### config.mk
export PLATFORM = sky130hd
export DESIGN_NAME = wb_stream_master
export DESIGN_NICKNAME = d
export VERILOG_FILES = /design/src/rtl/wb_stream_master.sv
export SDC_FILE = /design/constraint.sdc
export NUM_CORES = 1
export LEC_CHECK = 0
export BUFFER_PORTS_ARGS = -buffer_cell sky130_fd_sc_hd__buf_2
export CAP_MARGIN = 20
export CORE_ASPECT_RATIO = 1.75
export CORE_MARGIN = 2
export CORE_UTILIZATION = 41
export DETAILED_ROUTE_END_ITERATION = 10
export PLACE_DENSITY = 0.76
export SLEW_MARGIN = 20
export SYNTH_ARGS = -nofsm -noshare
export SYNTH_HDL_FRONTEND = slang
export SYNTH_SLANG_ARGS = --single-unit
### constraint.sdc
create_clock -name clk -period 3.8 [get_ports clk]
set_input_delay 0.76 -clock clk [delete_from_list [all_inputs] [get_ports clk]]
set_output_delay 0.76 -clock clk [all_outputs]
set_load 0.05 [all_outputs]
### src/rtl/wb_stream_master.sv
// -----------------------------------------------------------------------------
// wb_stream_master
//
// Host-side Wishbone initiator. Each val/rdy request becomes one classic
// Wishbone cycle, and the result comes back as a val/rdy response. Only one
// transaction is outstanding at a time. If the slave never acknowledges, the
// bus cycle is abandoned after TIMEOUT cycles and the response carries an
// error flag.
//
// Ports
//   clk        : single clock for the whole block
//   reset      : asynchronous, active-high reset
//   req_msg    : [68]=we, [67:36]=adr, [35:4]=wdata, [3:0]=sel
//   req_val    : request valid
//   req_rdy    : request ready (decoded from state only; high in IDLE)
//   resp_msg   : [32]=timeout error, [31:0]=read data (0 for writes)
//   resp_val   : response valid
//   resp_rdy   : response ready
//   wbm_cyc_o  : Wishbone cycle
//   wbm_stb_o  : Wishbone strobe
//   wbm_we_o   : Wishbone write enable
//   wbm_sel_o  : Wishbone byte selects
//   wbm_adr_o  : Wishbone address
//   wbm_dat_o  : Wishbone write data
//   wbm_dat_i  : Wishbone read data
//   wbm_ack_i  : Wishbone acknowledge
// -----------------------------------------------------------------------------
module wb_stream_master #(
    parameter int unsigned TIMEOUT = 64,
    parameter int unsigned CW      = $clog2(TIMEOUT + 1)
) (
    input  logic        clk,
    input  logic        reset,
    input  logic [68:0] req_msg,
    input  logic        req_val,
    output logic        req_rdy,
    output logic [32:0] resp_msg,
    output logic        resp_val,
    input  logic        resp_rdy,
    output logic        wbm_cyc_o,
    output logic        wbm_stb_o,
    output logic        wbm_we_o,
    output logic [3:0]  wbm_sel_o,
    output logic [31:0] wbm_adr_o,
    output logic [31:0] wbm_dat_o,
    input  logic [31:0] wbm_dat_i,
    input  logic        wbm_ack_i
);

    typedef enum logic [1:0] {
        ST_IDLE = 2'd0,
        ST_BUS  = 2'd1,
        ST_RESP = 2'd2
    } state_e;

    // Last counter value before the timeout fires: TIMEOUT BUS cycles in total.
    localparam logic [CW-1:0] CNT_LAST = CW'(TIMEOUT - 1);

    state_e        state_q, state_d;
    logic [CW-1:0] cnt_q, cnt_d;
    logic          cyc_q, cyc_d;
    logic          we_q, we_d;
    logic [3:0]    sel_q, sel_d;
    logic [31:0]   adr_q, adr_d;
    logic [31:0]   dat_q, dat_d;
    logic          resp_val_q, resp_val_d;
    logic [32:0]   resp_msg_q, resp_msg_d;

    // Ready depends on state only, so there is no combinational req_val->req_rdy path.
    assign req_rdy   = (state_q == ST_IDLE);
    assign wbm_cyc_o = cyc_q;
    assign wbm_stb_o = cyc_q;
    assign wbm_we_o  = we_q;
    assign wbm_sel_o = sel_q;
    assign wbm_adr_o = adr_q;
    assign wbm_dat_o = dat_q;
    assign resp_val  = resp_val_q;
    assign resp_msg  = resp_msg_q;

    // Next-state and next-output logic for the IDLE -> BUS -> RESP sequence.
    always_comb begin
        state_d    = state_q;
        cnt_d      = cnt_q;
        cyc_d      = cyc_q;
        we_d       = we_q;
        sel_d      = sel_q;
        adr_d      = adr_q;
        dat_d      = dat_q;
        resp_val_d = resp_val_q;
        resp_msg_d = resp_msg_q;

        case (state_q)
            ST_IDLE: begin
                if (req_val) begin
                    state_d = ST_BUS;
                    cnt_d   = {CW{1'b0}};
                    cyc_d   = 1'b1;
                    we_d    = req_msg[68];
                    adr_d   = req_msg[67:36];
                    dat_d   = req_msg[35:4];
                    sel_d   = req_msg[3:0];
                end else begin
                    state_d = ST_IDLE;
                end
            end

            ST_BUS: begin
                // Ack takes priority over a timeout in the same cycle.
                if (wbm_ack_i) begin
                    state_d    = ST_RESP;
                    cyc_d      = 1'b0;
                    we_d       = 1'b0;
                    sel_d      = 4'h0;
                    adr_d      = 32'h0;
                    dat_d      = 32'h0;
                    resp_val_d = 1'b1;
                    resp_msg_d = {1'b0, (we_q ? 32'h0 : wbm_dat_i)};
                end else if (cnt_q == CNT_LAST) begin
                    state_d    = ST_RESP;
                    cyc_d      = 1'b0;
                    we_d       = 1'b0;
                    sel_d      = 4'h0;
                    adr_d      = 32'h0;
                    dat_d      = 32'h0;
                    resp_val_d = 1'b1;
                    resp_msg_d = {1'b1, 32'h0};
                end else begin
                    // Only incremented while below CNT_LAST, so it never wraps.
                    cnt_d = cnt_q + CW'(1);
                end
            end

            ST_RESP: begin
                if (resp_rdy) begin
                    state_d    = ST_IDLE;
                    resp_val_d = 1'b0;
                    resp_msg_d = 33'h0;
                end else begin
                    state_d = ST_RESP;
                end
            end

            default: begin
                state_d    = ST_IDLE;
                cnt_d      = {CW{1'b0}};
                cyc_d      = 1'b0;
                we_d       = 1'b0;
                sel_d      = 4'h0;
                adr_d      = 32'h0;
                dat_d      = 32'h0;
                resp_val_d = 1'b0;
                resp_msg_d = 33'h0;
            end
        endcase
    end

    // State and registered outputs; reset aborts any bus cycle immediately.
    always_ff @(posedge clk or posedge reset) begin
        if (reset) begin
            state_q    <= ST_IDLE;
            cnt_q      <= {CW{1'b0}};
            cyc_q      <= 1'b0;
            we_q       <= 1'b0;
            sel_q      <= 4'h0;
            adr_q      <= 32'h0;
            dat_q      <= 32'h0;
            resp_val_q <= 1'b0;
            resp_msg_q <= 33'h0;
        end else begin
            state_q    <= state_d;
            cnt_q      <= cnt_d;
            cyc_q      <= cyc_d;
            we_q       <= we_d;
            sel_q      <= sel_d;
            adr_q      <= adr_d;
            dat_q      <= dat_d;
            resp_val_q <= resp_val_d;
            resp_msg_q <= resp_msg_d;
        end
    end

endmodule

==> results.sh <==
export IMPL_outcome="finished, final reports clean"
export IMPL_final_nets=611
export IMPL_grt_pass1_vias=3353
export IMPL_initial_core_util_pct=41.92
export IMPL_hold_violations=0
export IMPL_finalWeightedCongestion=0.8388
export IMPL_grt_pass1_wl_um=16890
export IMPL_ir_worst_vdd_mv=0.6604
export IMPL_grt_usage_pct=19.62
export IMPL_ys_warnings_count=0
export IMPL_drc_errors=0
export IMPL_p_sw_mw=3.311
export IMPL_cts_max_path_buffers=2
export IMPL_htreeDepth=4
export IMPL_synthMuxAreaShare_pct=0
export IMPL_num_rows=49
export IMPL_drive_above_1_share_pct=49.32
export IMPL_synth_adder_area_share_pct=0.2933
export IMPL_cts_sinks=113
export IMPL_cp_required_ns=4.13
export IMPL_diodes=0
export IMPL_routed_wirelength_um=11040
export IMPL_cts_tree="yes"
export IMPL_clock_power_share_pct=24.8
export IMPL_cts_setup_buffers=0
export IMPL_die_w_um=81.12
export IMPL_post_drt_wl_per_cell_um=17.14
export IMPL_maxSlewHeadroom_pct=40.56
export IMPL_io_pins=212
export IMPL_synth_top_family_by_area="compound AO/OA/AOI/OAI gates"
export IMPL_path_max_fanout=38
export IMPL_syn_avg_cell_area_um2=14.41
export IMPL_synth_simple_area_share_pct=3.196
export IMPL_max_clock_freq_mhz=413.3
export IMPL_grt_ovfl_total=0
export IMPL_synthesis_area_um2=4267
export IMPL_clk_latency_ns=0.40
export IMPL_dp_hpwl_um=7805
export IMPL_ys_flop_type="dfrtp_1"
export IMPL_drt_pass1_iter_count=4
export IMPL_synth_seq_cells=113
export IMPL_synth_xor_area_share_pct=0
export IMPL_synth_cells=296
export IMPL_grt_start_max_net_pins=63
export IMPL_ctsHoldBuffers=0
export IMPL_fillerInstances=830
export IMPL_synthDistinctLibCells=31
export IMPL_port_buffers=211
export IMPL_rsz0062_at_grt="no"
export IMPL_cts_buffers=17
export IMPL_die_y_um=139.0
export IMPL_worst_slew_pin_slew_ns=0.8882
export IMPL_die_area_um2=11270
export IMPL_async_flop_share_pct=100.0
export IMPL_ys_seq_area_share_pct=66.28
export IMPL_p_leak_nw=3.248
export IMPL_antenna_left=0
export IMPL_synth_compound_area_share_pct=25.60
export IMPL_antenna_found_initial=0
export IMPL_min_period_ns=2.420
export IMPL_powerDensity_nw_per_um2=1166
export IMPL_p_sw_share_pct=47.32
export IMPL_worstHoldPathType="input pin to asynchronous set/reset pin"
export IMPL_design_area_um2=5998
export IMPL_layout_cells_most_common_list="buf_2, dfrtp_1, a22o_1"
export IMPL_criticalPathCategory="flop to flop"
export IMPL_clockRootBuffer="clkbuf_16"
export IMPL_vias=3391
export IMPL_skew_ns=0.009236
export IMPL_critPathLaunchType="flop"
export IMPL_path_clk_slew_ns=0.06
export IMPL_via_per_inst=5.266
export IMPL_drv_slew=0
export IMPL_seqPwrFrac_pct=28.5
export IMPL_arrival_ns=2.75
export IMPL_layout_commonest_cell="buf_2"
export IMPL_timing_final_crit_share_pct=63.68
export IMPL_post_cts_resize_count=0
export IMPL_internal_power_mw=3.686
export IMPL_post_dp_cell_area_um2=5338
export IMPL_fin_tns_setup_ns=0
export IMPL_first_iter_violations=173
export IMPL_max_cap_violations=0
export IMPL_setup_viol=0
export IMPL_end_kind="flop"
export IMPL_synth_nets=403
export IMPL_core_um2=10180
export IMPL_power_frac_comb_pct=46.7
export IMPL_synth_edff_count=0
export IMPL_areaGrowthSynthToFinish_pct=40.59
==> metrics by stage <==
step | utilization, % | std cells | worst slack (ns) | hold WS [ns] | power (mW)
after detailed placement | 52.45 | 611 | 1.195 | 0.4797 | 5.263
after global routing | 58.94 | 644 | 1.114 | 0.4864 | 7.300
after global placement | 52.45 | 611 | 1.265 | 0.4607 | 5.195
after floorplan | - | 296 | 0.05264 | 0.4376 | 4.562
final | 58.94 | 644 | 1.380 | 0.4390 | 6.997
after CTS | 58.83 | 643 | 1.379 | 0.4520 | 7.041
==> cell families (layout without fill, tap and decap cells) <==
kind of cell | Yosys count | after routing
AOI/OAI and AO/OA | 129 | 129
and+or+nand+nor | 23 | 23
adders and majority gates | 1 | 1
buffers and inverters | 30 | 251
DFF | 113 | 113
==> flip-flops by register name (all words and copies together), names as in the netlist <==
name / flops
state_q: 2
wbm_dat_o: 32
wbm_cyc_o: 1
resp_val: 1
wbm_adr_o: 32
wbm_we_o: 1
wbm_sel_o: 4
cnt_q: 7
resp_msg: 33
==> worst paths after layout <==
check                      depth (start not counted)          start             to  slack [ns]
max                                                6       cnt_q[0]  wbm_dat_o[28]        1.38
min                                                2          reset   resp_msg[10]        0.44
max reg2reg                                        6       cnt_q[0]  wbm_dat_o[28]        1.38
min reg2reg                                        1  wbm_dat_o[31]  wbm_dat_o[31]        0.49
max in group asynchronous                          3          reset  wbm_dat_o[12]        2.60
min in group clk                                   1  wbm_dat_o[31]  wbm_dat_o[31]        0.49
==> synth_stat cells (2+ instances only) <==
cell type    n  share of area (%)
a21boi_0     2               0.35
a21oi_1      7               0.82
a22o_1     101                 21
buf_2       11                1.3
buf_4        5               0.88
buf_6        7                1.8
clkbuf_1     3               0.26
dfrtp_1    113                 66
inv_1        4               0.35
nand2_1      4               0.35
nand2b_1     3               0.44
nor2_1       6               0.53
nor2b_1      2               0.29
o21ai_0      9                1.1
o21bai_4     2               0.88
or2_1        2               0.29
==> layer usage <==
layer | part of all wire (%) | wire length [um] | global-route usage, %
met5 | 0 | 0 | 0
met4 | 1.5 | 161 | 8.118
met3 | 8.3 | 912 | 6.445
met2 | 52 | 5691 | 33.01
met1 | 39 | 4275 | 22.46
==> final cells by class <==
cell class / instances / area [um^2] / share of cell area, %
Clock buffer: 19 / 442.9 / 7.384
Sequential cell: 113 / 2828 / 47.14
Inverter: 4 / 17.52 / 0.2920
Multi-Input combinational cell: 153 / 1242 / 20.71
Tap cell: 127 / 158.9 / 2.649
Timing Repair Buffer: 215 / 1102 / 18.38
Clock inverter: 13 / 206.4 / 3.442
==> power by group through the flow <==
stage / Clock [mW] / Combinational (mW) / Sequential (mW)
detailed placement: 0 / 3.28 / 1.99
floorplan: 0 / 0.968 / 3.59
global placement: 0 / 3.21 / 1.98
CTS: 1.77 / 3.28 / 1.99
global route: 1.83 / 3.42 / 2.05
finish: 1.74 / 3.27 / 1.99
==> critical path, cell delays in order, from the launching register on <==
cell,delay [ns]
dfrtp_1,0.40
ha_1,0.26
nand4_2,0.17
o21bai_4,0.14
o21ai_4,0.71
buf_4,0.45
a22o_1,0.19
No activity file was read; power rests on OpenSTA's default activity.
